<file path="src/rtl/issue_scoreboard.sv">
`default_nettype none
// ============================================================================
// Module      : issue_scoreboard
// Description : In-order issue scoreboard. It tracks pending destination
//               writes for 32 integer and 32 float registers and
//               detects RAW and WAW hazards, with a writeback bypass. It
//               also arbitrates a single iterative (fdiv/fsqrt) unit and
//               counts stall cycles. A sticky error flag records protocol
//               violations.
// Ports       : clock, reset_n            - clock, async active-low reset
//               issue_valid / issue_ready - issue handshake (ready is comb)
//               rs1..3, rs*_f, uses_rs*   - source index, file, read flag
//               rd, rd_f, writes_rd       - destination index, file, flag
//               is_long                   - instruction needs iterative unit
//               wb_valid, wb_rd, wb_rd_f  - writeback that clears pending
//               long_done / long_busy     - iterative unit completion/state
//               pending_count             - registered popcount of pending
//               stall_cycles              - saturating stall counter
//               error                     - sticky protocol-violation flag
// Revision    : 1.0 - initial release
// ============================================================================
module issue_scoreboard #(
  parameter int STALL_W = 32
) (
  input  logic               clock,
  input  logic               reset_n,
  input  logic               issue_valid,
  output logic               issue_ready,
  input  logic [4:0]         rs1,
  input  logic [4:0]         rs2,
  input  logic [4:0]         rs3,
  input  logic               rs1_f,
  input  logic               rs2_f,
  input  logic               rs3_f,
  input  logic               uses_rs1,
  input  logic               uses_rs2,
  input  logic               uses_rs3,
  input  logic [4:0]         rd,
  input  logic               rd_f,
  input  logic               writes_rd,
  input  logic               is_long,
  input  logic               wb_valid,
  input  logic [4:0]         wb_rd,
  input  logic               wb_rd_f,
  input  logic               long_done,
  output logic               long_busy,
  output logic [6:0]         pending_count,
  output logic [STALL_W-1:0] stall_cycles,
  output logic               error
);

  typedef enum logic [0:0] {
    S_IDLE = 1'b0,
    S_BUSY = 1'b1
  } long_state_t;

  localparam logic [STALL_W-1:0] C_STALL_MAX = '1;

  long_state_t  r_state;
  long_state_t  w_state_nxt;
  logic [63:0]  r_pending;
  logic [63:0]  w_clr_mask;
  logic [63:0]  w_set_mask;
  logic [63:0]  w_pend_eff;
  logic [63:0]  w_pend_nxt;
  logic [6:0]   r_count;
  logic [STALL_W-1:0] r_stall;
  logic         r_error;
  logic         r_armed;
  logic         w_wb_live;
  logic         w_rd_live;
  logic         w_src_haz;
  logic         w_dst_haz;
  logic         w_long_eff_busy;
  logic         w_fire;
  logic         w_long_fire;
  logic         w_wb_err;
  logic         w_ld_err;

  function automatic logic [6:0] popcount64(input logic [63:0] v);
    logic [6:0] cnt;
    cnt = '0;
    for (int i = 0; i < 64; i++) begin
      cnt = cnt + 7'(v[i]);
    end
    return cnt;
  endfunction

  // Integer x0 is hardwired: it never becomes pending and its writebacks
  // are invisible to both pending tracking and error checking.
  assign w_wb_live = wb_valid && (wb_rd_f || (wb_rd != 5'd0));
  assign w_rd_live = writes_rd && (rd_f || (rd != 5'd0));

  always_comb begin
    w_clr_mask = '0;
    if (w_wb_live) begin
      w_clr_mask[{wb_rd_f, wb_rd}] = 1'b1;
    end
  end

  // Hazards are evaluated against the pending set with this cycle's
  // writeback already removed, so a completing producer releases its
  // consumer in the same cycle.
  assign w_pend_eff = r_pending & ~w_clr_mask;

  assign w_src_haz = (uses_rs1 && w_pend_eff[{rs1_f, rs1}]) ||
                     (uses_rs2 && w_pend_eff[{rs2_f, rs2}]) ||
                     (uses_rs3 && w_pend_eff[{rs3_f, rs3}]);
  assign w_dst_haz = writes_rd && w_pend_eff[{rd_f, rd}];

  // A finishing long op frees the unit for a back-to-back long issue.
  assign w_long_eff_busy = long_busy && !long_done;

  assign issue_ready = !w_src_haz && !w_dst_haz && !(is_long && w_long_eff_busy);
  assign w_fire      = issue_valid && issue_ready;
  assign w_long_fire = w_fire && is_long;

  always_comb begin
    w_set_mask = '0;
    if (w_fire && w_rd_live) begin
      w_set_mask[{rd_f, rd}] = 1'b1;
    end
  end

  // Set is OR-ed in after the clear so a same-cycle set wins.
  assign w_pend_nxt = (r_pending & ~w_clr_mask) | w_set_mask;

  // Stray writebacks are flagged only once something has been made pending
  // since reset; writebacks for work discarded by a reset are tolerated.
  assign w_wb_err = w_wb_live && !r_pending[{wb_rd_f, wb_rd}] && r_armed;
  assign w_ld_err = long_done && (r_state == S_IDLE);

  always_comb begin
    w_state_nxt = r_state;
    case (r_state)
      S_IDLE: if (w_long_fire) w_state_nxt = S_BUSY;
      S_BUSY: if (long_done && !w_long_fire) w_state_nxt = S_IDLE;
      default: w_state_nxt = S_IDLE;
    endcase
  end

  always_ff @(posedge clock or negedge reset_n) begin
    if (!reset_n) begin
      r_state <= S_IDLE;
    end else begin
      r_state <= w_state_nxt;
    end
  end

  always_ff @(posedge clock or negedge reset_n) begin
    if (!reset_n) begin
      r_pending <= '0;
      r_count   <= '0;
      r_stall   <= '0;
      r_error   <= 1'b0;
      r_armed   <= 1'b0;
    end else begin
      r_pending <= w_pend_nxt;
      r_count   <= popcount64(w_pend_nxt);
      if (issue_valid && !issue_ready && (r_stall != C_STALL_MAX)) begin
        r_stall <= r_stall + STALL_W'(1);
      end
      if (w_wb_err || w_ld_err) begin
        r_error <= 1'b1;
      end
      if (|w_set_mask) begin
        r_armed <= 1'b1;
      end
    end
  end

  assign long_busy     = (r_state == S_BUSY);
  assign pending_count = r_count;
  assign stall_cycles  = r_stall;
  assign error         = r_error;

endmodule
`default_nettype wire
</file>
<file path="config.mk">
export PLATFORM = sky130hd
export DESIGN_NAME = issue_scoreboard
export DESIGN_NICKNAME = d
export VERILOG_FILES = /design/src/rtl/issue_scoreboard.sv
export SDC_FILE = /design/constraint.sdc
export NUM_CORES = 1
export LEC_CHECK = 0
export CORE_AREA = 2 2 137 139
export CTS_CLUSTER_SIZE = 10
export DETAILED_ROUTE_END_ITERATION = 10
export DIE_AREA = 0 0 139 141
export MAX_ROUTING_LAYER = met4
export PLACE_DENSITY = 0.81
export SETUP_SLACK_MARGIN = 0.02
export SYNTH_ARGS = -nofsm -noshare
export SYNTH_HDL_FRONTEND = slang
export SYNTH_SLANG_ARGS = --single-unit
</file>
<file path="constraint.sdc">
create_clock -name clock -period 9.5 [get_ports clock]
set_input_delay 1.9 -clock clock [delete_from_list [all_inputs] [get_ports clock]]
set_output_delay 1.9 -clock clock [all_outputs]
set_load 0.02 [all_outputs]
</file>
==> results.cfg <==
[floorplanning]
die_x_um = 139
io_pins = 82
row_count = 50
core-area_um2 = 18300
die_h_um = 141
fp.dieArea_um2 = 19600
initial_core_util = 0.536

[routing]
post_drt_wl_per_cell_um = 30.8
drt_iter0_drc = 1988
antenna_left = 0
vias = 11861
first_pass_iters = 8
drt-vias-per-instance = 7.25
routed_wl_um = 50300
drcViolationCount = 0

[run]
drv_cap = 0

[logic_synthesis]
synth_area_leaders = dfrtp_1, fa_1, mux4_2, o41ai_2, o31ai_1
synth_area_per_cell_um2 = 10.0
yosys-top-cells-count = dfrtp_1, fa_1, inv_1
synthFlopType = dfrtp_1
synth_seq_cells = 106
synth_cell_types = 87
synth-async-reset-ratio = 1.00
synth_warnings = 0
yosysMostFrequentCell = dfrtp_1
synth_nets = 1088
synth-edff-count = 0
synth_seq_area_share = 0.271
netlist.area_leader.share = 0.271
yosys.area.top_type = dfrtp_1
netlist_area_um2 = 9790
synth_cells = 978

[pwr]
power_density_nw_per_um2 = 216
p_clk_frac = 0.127
p_comb_frac = 0.691
swShare = 0.446
power.switching_mw = 1.40
intPower_mw = 1.74
p_seq_frac = 0.183
peakVddDrop_uv = 1020
leakage_nw = 6.66

[worst_setup_path]
reg2reg_depth = 33
start_kind = primary input
r2r_slack_ps = 860
crit_start = wb_rd[0]
crit_type = in2reg
cp_num_buf_inv = 11
path_delay_family = adder cells
cp-end-kind = flip-flop
r2r-start = r_pending[15]
arrival_ps = 10830
worstPathRequired_ps = 9750
r2r-end = pending_count[6]
endpoint = pending_count[6]
worst-path-stages = 37
critPathMostFrequentCell = fa_1
cp_slowest_stage_delay_ps = 540
crit_path_max_fanout = 8
crit_slowest_cell = fa_2

[grt]
antenna_found_initial = 5
grt_start_max_net_pins = 81
grt_overflow = 0
grtUsageTotal = 0.521
grt_pass1_vias = 11419
grt_pass1_wl_um = 73200

[place]
dpl-instance-area_um2 = 13300
dp.cells = 1560
io_buffer_count = 81
gp_congestion = 1.14
hpwl_um = 36600

[finish]
postLayoutCoreUtil = 0.798
nets = 1500
drive_above_1_share = 0.414
synthToLayoutAreaGrowth_pct = 49.0
postLayoutCellArea_um2 = 14600
layoutNonFillerInstCount = 1635

[sta]
fin_crit_ps = 10590
clock.fmax_ghz = 0.0944
worst_pin_slew_ps = 1380
setup_viol = 7
slew_viol_final = 0
fin_crit_sh = 1.11
slew_headroom = 0.0726
rsz0062_at_grt = true
hold_viol = 0
layout_setup_ws_ps = -1090
fin_worst_skew_ps = 9.56

[clocking]
htree_levels = 3
postCtsHoldBufs = 0
clock_latency_ps = 360
clock-sinks = 106
cts_buffer_depth = 2
root_buffer = clkbuf_16
cts_tree = done
cts_made_buffers = 9
path_clk_slew_ps = 80

[outcome]
violations = setup timing
status = finished, violations left

[worst_hold_path]
worst_hold_path_type = reg2reg
[area by class of cell]
type,count,area [um^2]
fillers,1101,3680
well taps,234,293
diodes,6,15.0
inverters,58,218
clock inverters,6,72.6
multi-input cells,736,7070
flip-flops and latches,106,2650
repair buffers,479,4030
clock buffers,10,229
[worst min-delay path by stage]
stage | from | endpoint | slack (ps) | cells after the start
2_1_floorplan | r_armed | r_armed | 440 | 1
3_3_place_gp | error | error | 460 | 2
3_5_place_dp | r_armed | r_armed | 460 | 1
4_1_cts | r_armed | r_armed | 480 | 1
5_1_grt | stall_cycles[17] | stall_cycles[17] | 520 | 1
6_report | error | error | 490 | 2
[cell usage in the layout (no fill, tap or decap), types with 13 or more instances in the layout]
master / instances
buf_4: 365
dfrtp_1: 106
clkdlybuf4s50_1: 73
fa_1: 48
nor2_1: 46
inv_1: 43
nand2_1: 40
nand3_1: 35
o21ai_0: 31
xor2_1: 30
mux4_2: 29
o31ai_1: 28
o21ai_1: 22
a21oi_1: 22
mux2i_1: 22
buf_6: 22
o211ai_1: 19
a22oi_1: 17
o41ai_2: 16
ha_1: 14
nor3_1: 13
[metal layers]
metal | wire length [um] | global-route usage
met3 | 7970 | 0.173
met1 | 17600 | 0.665
met4 | 4190 | 0.281
met2 | 20600 | 0.735
met5 | 0 | -
[stage by stage]
| stage | hold WS (ps) | total power, mW | worst slack (ps) | setup TNS (ps) |
|---|---|---|---|---|
| 6_report | 487 | 3.14 | -1090 | -5740 |
| 5_1_grt | 515 | 3.34 | -1350 | -7320 |
| 4_1_cts | 477 | 3.00 | -810 | -3890 |
| 3_5_place_dp | 458 | 2.41 | -1980 | -11710 |
| 3_3_place_gp | 458 | 2.37 | -1820 | -10690 |
| 2_1_floorplan | 435 | 1.63 | -487 | -1740 |
[what timing repair did]
action	4_1_cts	5_1_grt
pin swaps	65	18
gates resized for setup	134	21
endpoints found under the setup margin	7	7
gates cloned	1	1
buffers inserted	44	9
[worst register-to-register path: cells and delay by family (launching register included)]
kind | cells | cell delay, ps
fa+ha+maj | 10 | 4450
compound gates | 10 | 1940
buf+inv | 8 | 960
simple gates | 5 | 710
flops | 1 | 440
[sequential cells by signal (all words and copies together) (netlist names)]
register / cells
r_pending: 64
stall_cycles: 32
pending_count: 7
error: 1
long_busy: 1
r_armed: 1
[cell families (layout without fill, tap and decap cells)]
group | count (synthesis) | count (layout) | synth area share
XOR/XNOR | 35 | 35 | 0.0313
buffers and inverters | 136 | 553 | 0.0571
AND/OR/NAND/NOR | 253 | 253 | 0.151
multiplexers | 61 | 61 | 0.101
adder cells (fa/ha/maj) | 70 | 70 | 0.131
other | 0 | 6 | 0
AO/OA/AOI/OAI | 317 | 317 | 0.258
flip-flops | 106 | 106 | 0.271
[power groups by stage]
| stage | clock (mW) | combinational (mW) | sequential, mW |
|---|---|---|---|
| after floorplan | 0 | 1.05 | 0.584 |
| after global placement | 0 | 1.80 | 0.573 |
| after detailed placement | 0 | 1.84 | 0.574 |
| after CTS | 0.393 | 2.04 | 0.569 |
| after global routing | 0.412 | 2.36 | 0.576 |
| final | 0.398 | 2.17 | 0.575 |
Note: power is estimated with default switching activity, not from simulation.
